==> config.mk <==
export PLATFORM = sky130hd
export DESIGN_NAME = btb_predictor
export DESIGN_NICKNAME = d
export VERILOG_FILES = /design/src/rtl/btb_pkg.sv /design/src/rtl/btb_sat_counter.sv /design/src/rtl/btb_predictor.sv
export SDC_FILE = /design/constraint.sdc
export NUM_CORES = 2
export LEC_CHECK = 0
export ABC_CLOCK_PERIOD_IN_PS = 6800
export BUFFER_PORTS_ARGS = -buffer_cell sky130_fd_sc_hd__buf_2
export CORE_MARGIN = 2
export CORE_UTILIZATION = 50
export CTS_BUF_LIST = sky130_fd_sc_hd__clkbuf_4
export DETAILED_ROUTE_END_ITERATION = 8
export PLACE_DENSITY_LB_ADDON = 0.2
export SLEW_MARGIN = 5
export SYNTH_ARGS = -nofsm -noshare
export SYNTH_HDL_FRONTEND = slang
export SYNTH_SLANG_ARGS = --single-unit
==> constraint.sdc <==
create_clock -name clk -period 6.8 [get_ports clk]
set_clock_uncertainty 0.15 [all_clocks]
set_input_delay 1.02 -clock clk [delete_from_list [all_inputs] [get_ports clk]]
set_output_delay 1.02 -clock clk [all_outputs]
set_load 0.02 [all_outputs]
==> src/rtl/btb_pkg.sv <==
// Shared types and helpers for the branch target buffer.
// Optional feature macro: BTB_BHT_EN (adds a 2-bit direction counter per entry).
package btb_pkg;

   localparam int PC_W      = 32;
   localparam int TAG_MAX_W = 30;

   // 2-bit direction counter encodings.
   typedef enum logic [1:0] {
      SNT = 2'd0,
      WNT = 2'd1,
      WT  = 2'd2,
      ST  = 2'd3
   } ctr_e;

   // One table entry. The tag field is sized for the smallest legal index
   // width; tags are stored zero-extended so comparisons use the full field.
   typedef struct packed {
      logic                 valid;
      logic [TAG_MAX_W-1:0] tag;
      logic [PC_W-1:0]      target;
`ifdef BTB_BHT_EN
      ctr_e                 ctr;
`endif
   } btb_entry_t;

   // Number of meaningful tag bits for a given index width.
   function automatic int tag_width(input int idx_w);
      return PC_W - 2 - idx_w;
   endfunction

   // Tag of a PC: everything above the index and the byte offset.
   function automatic logic [TAG_MAX_W-1:0] tag_of(input logic [PC_W-1:0] pc,
                                                   input int idx_w);
      logic [PC_W-1:0] shifted;
      shifted = pc >> (idx_w + 2);
      return shifted[TAG_MAX_W-1:0];
   endfunction

   // Saturating increment of the direction counter.
   function automatic ctr_e ctr_inc(input ctr_e c);
      return (c == ST) ? ST : ctr_e'(c + 2'd1);
   endfunction

   // Saturating decrement of the direction counter.
   function automatic ctr_e ctr_dec(input ctr_e c);
      return (c == SNT) ? SNT : ctr_e'(c - 2'd1);
   endfunction

endpackage

==> src/rtl/btb_sat_counter.sv <==
// Event counter that saturates at all-ones instead of wrapping.
module btb_sat_counter #(
   parameter int W = 32
) (
   input  logic         clk,
   input  logic         rst,
   input  logic         inc,
   output logic [W-1:0] count
);

   localparam logic [W-1:0] ONE = W'(1);
   localparam logic [W-1:0] MAX = {W{1'b1}};

   // Count events, holding once the maximum is reached.
   always_ff @(posedge clk) begin
      if (rst) begin
         count <= '0;
      end else if (inc && (count != MAX)) begin
         count <= count + ONE;
      end
   end

endmodule

==> src/rtl/btb_predictor.sv <==
// Direct-mapped branch target buffer with EX-stage resolution.
// IF side: zero-latency lookup of PCF. EX side: misprediction detection,
// redirect PC, table update and statistics counters.
// Optional feature macro: BTB_BHT_EN (per-entry 2-bit direction counter).
module btb_predictor
   import btb_pkg::*;
#(
   parameter int IDX_W = 6,
   parameter int CNT_W = 32
) (
   input  logic             clk,
   input  logic             rst,
   input  logic [31:0]      PCF,
   output logic [31:0]      PPCF,
   output logic             BTBF,
   input  logic [31:0]      PCE,
   input  logic [31:0]      PPCE,
   input  logic             BTBE,
   input  logic             BrValidE,
   input  logic             BrTakenE,
   input  logic [31:0]      BrTargetE,
   input  logic             StallE,
   output logic             MispredE,
   output logic [31:0]      CorrectPCE,
   output logic [CNT_W-1:0] BranchCnt,
   output logic [CNT_W-1:0] MispredCnt
);

   localparam int DEPTH = 2 ** IDX_W;

   btb_entry_t btb_q [DEPTH];

   logic [IDX_W-1:0]     idx_f;
   logic [IDX_W-1:0]     idx_e;
   logic [TAG_MAX_W-1:0] tag_f;
   logic [TAG_MAX_W-1:0] tag_e;
   btb_entry_t           entry_f;
   btb_entry_t           entry_e;
   logic                 hit_f;
   logic                 hit_e;
   logic [31:0]          pcf_plus4;
   logic [31:0]          pce_plus4;
   logic [31:0]          actual_npc;
   logic [31:0]          pred_npc;
   logic                 upd_en;
   logic                 alias_inv;
   logic                 br_count;

   // Fetch-side lookup; reads the registered table, so a same-cycle write
   // becomes visible only on the following cycle.
   always_comb begin
      idx_f     = PCF[IDX_W+1:2];
      tag_f     = tag_of(PCF, IDX_W);
      entry_f   = btb_q[idx_f];
      hit_f     = entry_f.valid && (entry_f.tag == tag_f);
      pcf_plus4 = PCF + 32'd4;
`ifdef BTB_BHT_EN
      BTBF      = hit_f && entry_f.ctr[1];
`else
      BTBF      = hit_f;
`endif
      PPCF      = BTBF ? entry_f.target : pcf_plus4;
   end

   // EX-side resolution: compare what actually happens with what fetch
   // assumed, and pick the PC to restart from.
   always_comb begin
      idx_e      = PCE[IDX_W+1:2];
      tag_e      = tag_of(PCE, IDX_W);
      entry_e    = btb_q[idx_e];
      hit_e      = entry_e.valid && (entry_e.tag == tag_e);
      pce_plus4  = PCE + 32'd4;
      actual_npc = BrTakenE ? BrTargetE : pce_plus4;
      pred_npc   = BTBE ? PPCE : pce_plus4;
      MispredE   = !StallE && ((BrValidE && (actual_npc != pred_npc)) ||
                               (!BrValidE && BTBE));
      CorrectPCE = BrValidE ? actual_npc : pce_plus4;
      upd_en     = !StallE && BrValidE;
      // A non-branch that fetch predicted taken hit an aliased entry.
      alias_inv  = !StallE && !BrValidE && BTBE;
      br_count   = !StallE && BrValidE;
   end

   // Table maintenance; reset clears every entry and drops any pending update.
   always_ff @(posedge clk) begin
      if (rst) begin
         for (int i = 0; i < DEPTH; i++) begin
            btb_q[i].valid <= 1'b0;
`ifdef BTB_BHT_EN
            btb_q[i].ctr   <= SNT;
`endif
         end
      end else if (upd_en) begin
         if (BrTakenE) begin
`ifdef BTB_BHT_EN
            if (hit_e) begin
               btb_q[idx_e].ctr <= ctr_inc(entry_e.ctr);
            end else begin
               btb_q[idx_e].ctr <= WT;
            end
`endif
            // Taken: allocate or replace, always refreshing the target.
            btb_q[idx_e].valid  <= 1'b1;
            btb_q[idx_e].tag    <= tag_e;
            btb_q[idx_e].target <= BrTargetE;
         end else if (hit_e) begin
`ifdef BTB_BHT_EN
            btb_q[idx_e].ctr   <= ctr_dec(entry_e.ctr);
`else
            btb_q[idx_e].valid <= 1'b0;
`endif
         end
      end else if (alias_inv) begin
         btb_q[idx_e].valid <= 1'b0;
      end
   end

   btb_sat_counter #(.W(CNT_W)) u_branch_cnt (
      .clk   (clk),
      .rst   (rst),
      .inc   (br_count),
      .count (BranchCnt)
   );

   btb_sat_counter #(.W(CNT_W)) u_mispred_cnt (
      .clk   (clk),
      .rst   (rst),
      .inc   (MispredE),
      .count (MispredCnt)
   );

endmodule

==> flow_summary.yaml <==
yosys:
  synth_sequential_area_ratio: 0.6885
  post-synth-top-area-cell: "sky130_fd_sc_hd__edfxtp_1"
  post_syn_area_um2: 161000
  synth_cells: 8354
  synth_top_area_frac: 0.6805
  edff_count_synth: 3648
  ys_seq_elements: 3712
  synth-main-ff-cell: "sky130_fd_sc_hd__edfxtp_1"
  syn_avg_cell_area_um2: 19.27
  ys_top_cells_by_count: "sky130_fd_sc_hd__edfxtp_1 (3648), sky130_fd_sc_hd__mux4_2 (1169), sky130_fd_sc_hd__nor2_1 (301)"
  synth.most_common_cell: "sky130_fd_sc_hd__edfxtp_1"
  synth.top_cells.by_area: "sky130_fd_sc_hd__edfxtp_1 (68%), sky130_fd_sc_hd__mux4_2 (16%), sky130_fd_sc_hd__mux2i_1 (1.9%), sky130_fd_sc_hd__mux2_2 (1.0%), sky130_fd_sc_hd__a22oi_1 (0.85%)"
  yosysWarningCount: 0
  synth_fp_nets: 8492
  async_flop_share: 0
  yosys.cell_types.count: 103
clock_tree:
  clk-insertion-delay-late_ns: 1.78
  clk_transition_reported_paths_ns: 0.07
  cts_max_path_buffers: 4
  cts_max_level: 6
  cts.sink_count: 3712
  cell_at_the_root_of_the_clock_tree: "sky130_fd_sc_hd__clkbuf_4"
  clock_tree_from_tritoncts: "built"
  num_cts_buffers: 912
timing:
  final-hold-violation-count: 0
  setup_ws_ns: -0.3333
  final-setup-viol-count: 33
  worstMarginPinSlew_ns: 1.410
  grt_setup_unrepaired: "true"
  finalCriticalPeriod_ns: 7.133
  setup-tns-final_ns: -9.289
  finalMaxSlewViolations: 0
  holdWs_ns: 0.1066
  achievable-frequency_mhz: 140.2
  final.period_utilization: 1.049
  timing.slew.headroom: 0.05878
placed_design:
  placed_cell_area_um2: 171100
  place.port_buffers: 263
  dp_hpwl_um: 371300
  global_placement_routability_congestion: 0.9739
  placedCellCount: 12840
status:
  violations: "design-rule violations, negative setup slack"
  status: "complete, but fails checks"
final_layout:
  post_route_cells_drive_above_1_share: 0.3634
  multiInputGateArea_um2: 47690
  area.growth.synth_to_final_pct: 14.02
  fillerInstances: 24570
  sequential_cell_area_um2: 110800
  total_number_of_nets_in_the_final_design: 9645
  cell_area_after_layout_um2: 183500
  postLayoutCoreUtil: 0.5725
  final-instance-count-excl-fill: 14550
global_route:
  number_of_global_route_vias_before_repair: 100300
  grt_max_degree: 134
  wire_length_of_the_first_global_routing_pass_um: 849700
  remaining_global_route_overflow: 0
  grt_use_total: 0.3877
  antenna_violations_before_repair: 74
power:
  clock_power_share: 0.388
  power_switching_share: 0.2501
  netSwitchingPower_w: 0.01192
  pwr_density_cell_nw_per_um2: 259.6
  p_int_w: 0.03574
  pwr-share-comb: 0.084
  seq_power_share: 0.528
  leakage_nw: 59.82
  vdd.ir_drop.worst_v: 0.0001723
routing:
  count_of_vias_placed_by_the_detailed_router: 104800
  route.detailed.vias_per_inst: 7.206
  wire_per_inst_um: 43.75
  drcViolationCount: 3
  detail_route.first_pass.iterations: 9
  routed_wirelength_um: 636400
  drt_first_iter_violations: 21630
  antenna_violating_nets_post_route: 0
die:
  chip_height_um: 571.4
  rows: 208
  design.die.area_um2: 326500
  fp.dieW_um: 571.4
  initial_utilization: 0.5021
  ports: 264
  core_area_um2: 320600
setup_path:
  worst-endpoint-required_ns: 5.63
  arrival_ns: 5.96
  critPathCaptureType: "output pin"
  crit_type: "register to output pin"
  start_kind: "register"
  crit_fanout: 8
flow_run:
  max_cap_violations: 0
hold_path:
  timing.hold.worst.class: "input pin to register"
-- metrics by stage --
step | power [W] | worst slack [ns]
2_1_floorplan | 0.02767 | 0.4594
3_3_place_gp | 0.02940 | -0.05933
3_5_place_dp | 0.02943 | 0.04779
4_1_cts | 0.04758 | -0.3082
5_1_grt | 0.04889 | -0.3801
6_report | 0.04765 | -0.3333
-- logic make-up (layout without fill, tap and decap cells) --
group                    count (synthesis)  count (layout)  synth area share
flip-flops                            3712            3712            0.6885
multiplexers                          1657            1657            0.1968
AO/OA/AOI/OAI                         1118            1118           0.05090
AND/OR/NAND/NOR                       1020            1020           0.03173
buffers and inverters                  639            2475           0.01972
XOR/XNOR                               204             204           0.01206
adder cells (fa/ha/maj)                  4               4         0.0003109
other                                    0              51                 0
-- flip-flops by register name, indices dropped and copies added (netlist names) --
name,count
u_branch_cnt.count,32
btb_q,3648
u_mispred_cnt.count,32
-- metal layers --
metal,part of all wire,up-vias,GRT usage
li1,-,38430,-
met1,0.33,53680,0.5031
met2,0.42,10300,0.5466
met3,0.16,2377,0.1515
met4,0.078,38,0.2450
met5,0.0010,-,0.008818
-- path summary, 6_finish.rpt --
path	start	endpoint	slack (ns)	cells past startpoint
worst max-delay path	btb_q[40][33]	PPCF[20]	-0.33	13
worst min-delay path	PCE[25]	btb_q[24][49]	0.11	2
worst max register to register	btb_q[15][50]	btb_q[25][56]	1.99	12
worst min register to register	u_mispred_cnt.count[14]	u_mispred_cnt.count[14]	0.36	2
-- repair_timing --
item                                    4_1_cts  5_1_grt
pin swaps                                     4        3
gates resized for setup                      78        1
endpoints found under the hold margin      2236        0
gates cloned                                  3        0
hold buffers                                 48        0
setup buffers                                 3        0
endpoints found under the setup margin       33       34
-- area by class of cell --
class / instances / share of cell area
Antenna cell: 51 / 0.0006953
Clock inverter: 282 / 0.008698
Clock buffer: 1315 / 0.05378
Tap cell: 4305 / 0.02935
Inverter: 28 / 0.0006067
Multi-Input combinational cell: 4003 / 0.2598
Timing Repair Buffer: 850 / 0.04325
Sequential cell: 3712 / 0.6038
-- power by group through the flow --
| stage | registers [W] | clock network [W] | logic [W] |
|---|---|---|---|
| finish | 0.0252 | 0.0185 | 0.00399 |
| global route | 0.0252 | 0.0197 | 0.00402 |
| CTS | 0.0252 | 0.0186 | 0.00383 |
| detailed placement | 0.0257 | 0 | 0.00377 |
| global placement | 0.0257 | 0 | 0.00374 |
| floorplan | 0.0257 | 0 | 0.00201 |
-- layout by cell type, fill, tap and decap left out, types with 34 or more instances in the layout --
cell type,synthesis,routed
sky130_fd_sc_hd__nor4_1,35,35
sky130_fd_sc_hd__dfxtp_1,64,64
sky130_fd_sc_hd__a221o_1,40,40
sky130_fd_sc_hd__buf_2,198,220
sky130_fd_sc_hd__a21oi_1,160,159
sky130_fd_sc_hd__or3_1,37,36
sky130_fd_sc_hd__a21o_1,68,68
sky130_fd_sc_hd__mux4_2,1169,1169
sky130_fd_sc_hd__nand3_1,81,80
sky130_fd_sc_hd__nand2_1,232,230
sky130_fd_sc_hd__o21ai_0,106,105
sky130_fd_sc_hd__edfxtp_1,3648,3648
sky130_fd_sc_hd__xor2_1,70,70
sky130_fd_sc_hd__mux2i_1,298,297
sky130_fd_sc_hd__nand4_1,63,63
sky130_fd_sc_hd__clkbuf_4,0,1316
sky130_fd_sc_hd__a22o_1,40,40
sky130_fd_sc_hd__diode_2,0,51
sky130_fd_sc_hd__a22oi_1,182,182
sky130_fd_sc_hd__xnor2_1,123,123
sky130_fd_sc_hd__a211oi_1,46,45
sky130_fd_sc_hd__clkinv_1,0,197
sky130_fd_sc_hd__a221oi_1,136,136
sky130_fd_sc_hd__nor2_4,0,68
sky130_fd_sc_hd__nor2_1,301,231
sky130_fd_sc_hd__o22ai_1,98,98
sky130_fd_sc_hd__buf_4,46,399
sky130_fd_sc_hd__and3_1,34,34
sky130_fd_sc_hd__nor3_1,41,39
sky130_fd_sc_hd__o221ai_1,34,34
sky130_fd_sc_hd__dlygate4sd3_1,0,48
sky130_fd_sc_hd__buf_12,5,139
sky130_fd_sc_hd__mux2_2,148,148
-- worst max-delay path: stages (launching register included) --
cell and delay [ns]:
sky130_fd_sc_hd__edfxtp_1 0.43, sky130_fd_sc_hd__mux4_2 0.47, sky130_fd_sc_hd__mux4_2 0.45, sky130_fd_sc_hd__and2_4 0.18, sky130_fd_sc_hd__a21oi_4 0.15, sky130_fd_sc_hd__mux2i_2 0.31
sky130_fd_sc_hd__o211ai_1 0.32, sky130_fd_sc_hd__a211o_1 0.40, sky130_fd_sc_hd__or4_4 0.44, sky130_fd_sc_hd__nand4bb_4 0.25, sky130_fd_sc_hd__buf_12 0.20, sky130_fd_sc_hd__buf_16 0.18
sky130_fd_sc_hd__mux2_4 0.34, sky130_fd_sc_hd__buf_6 0.14
No activity file was read; power rests on OpenSTA's default activity.
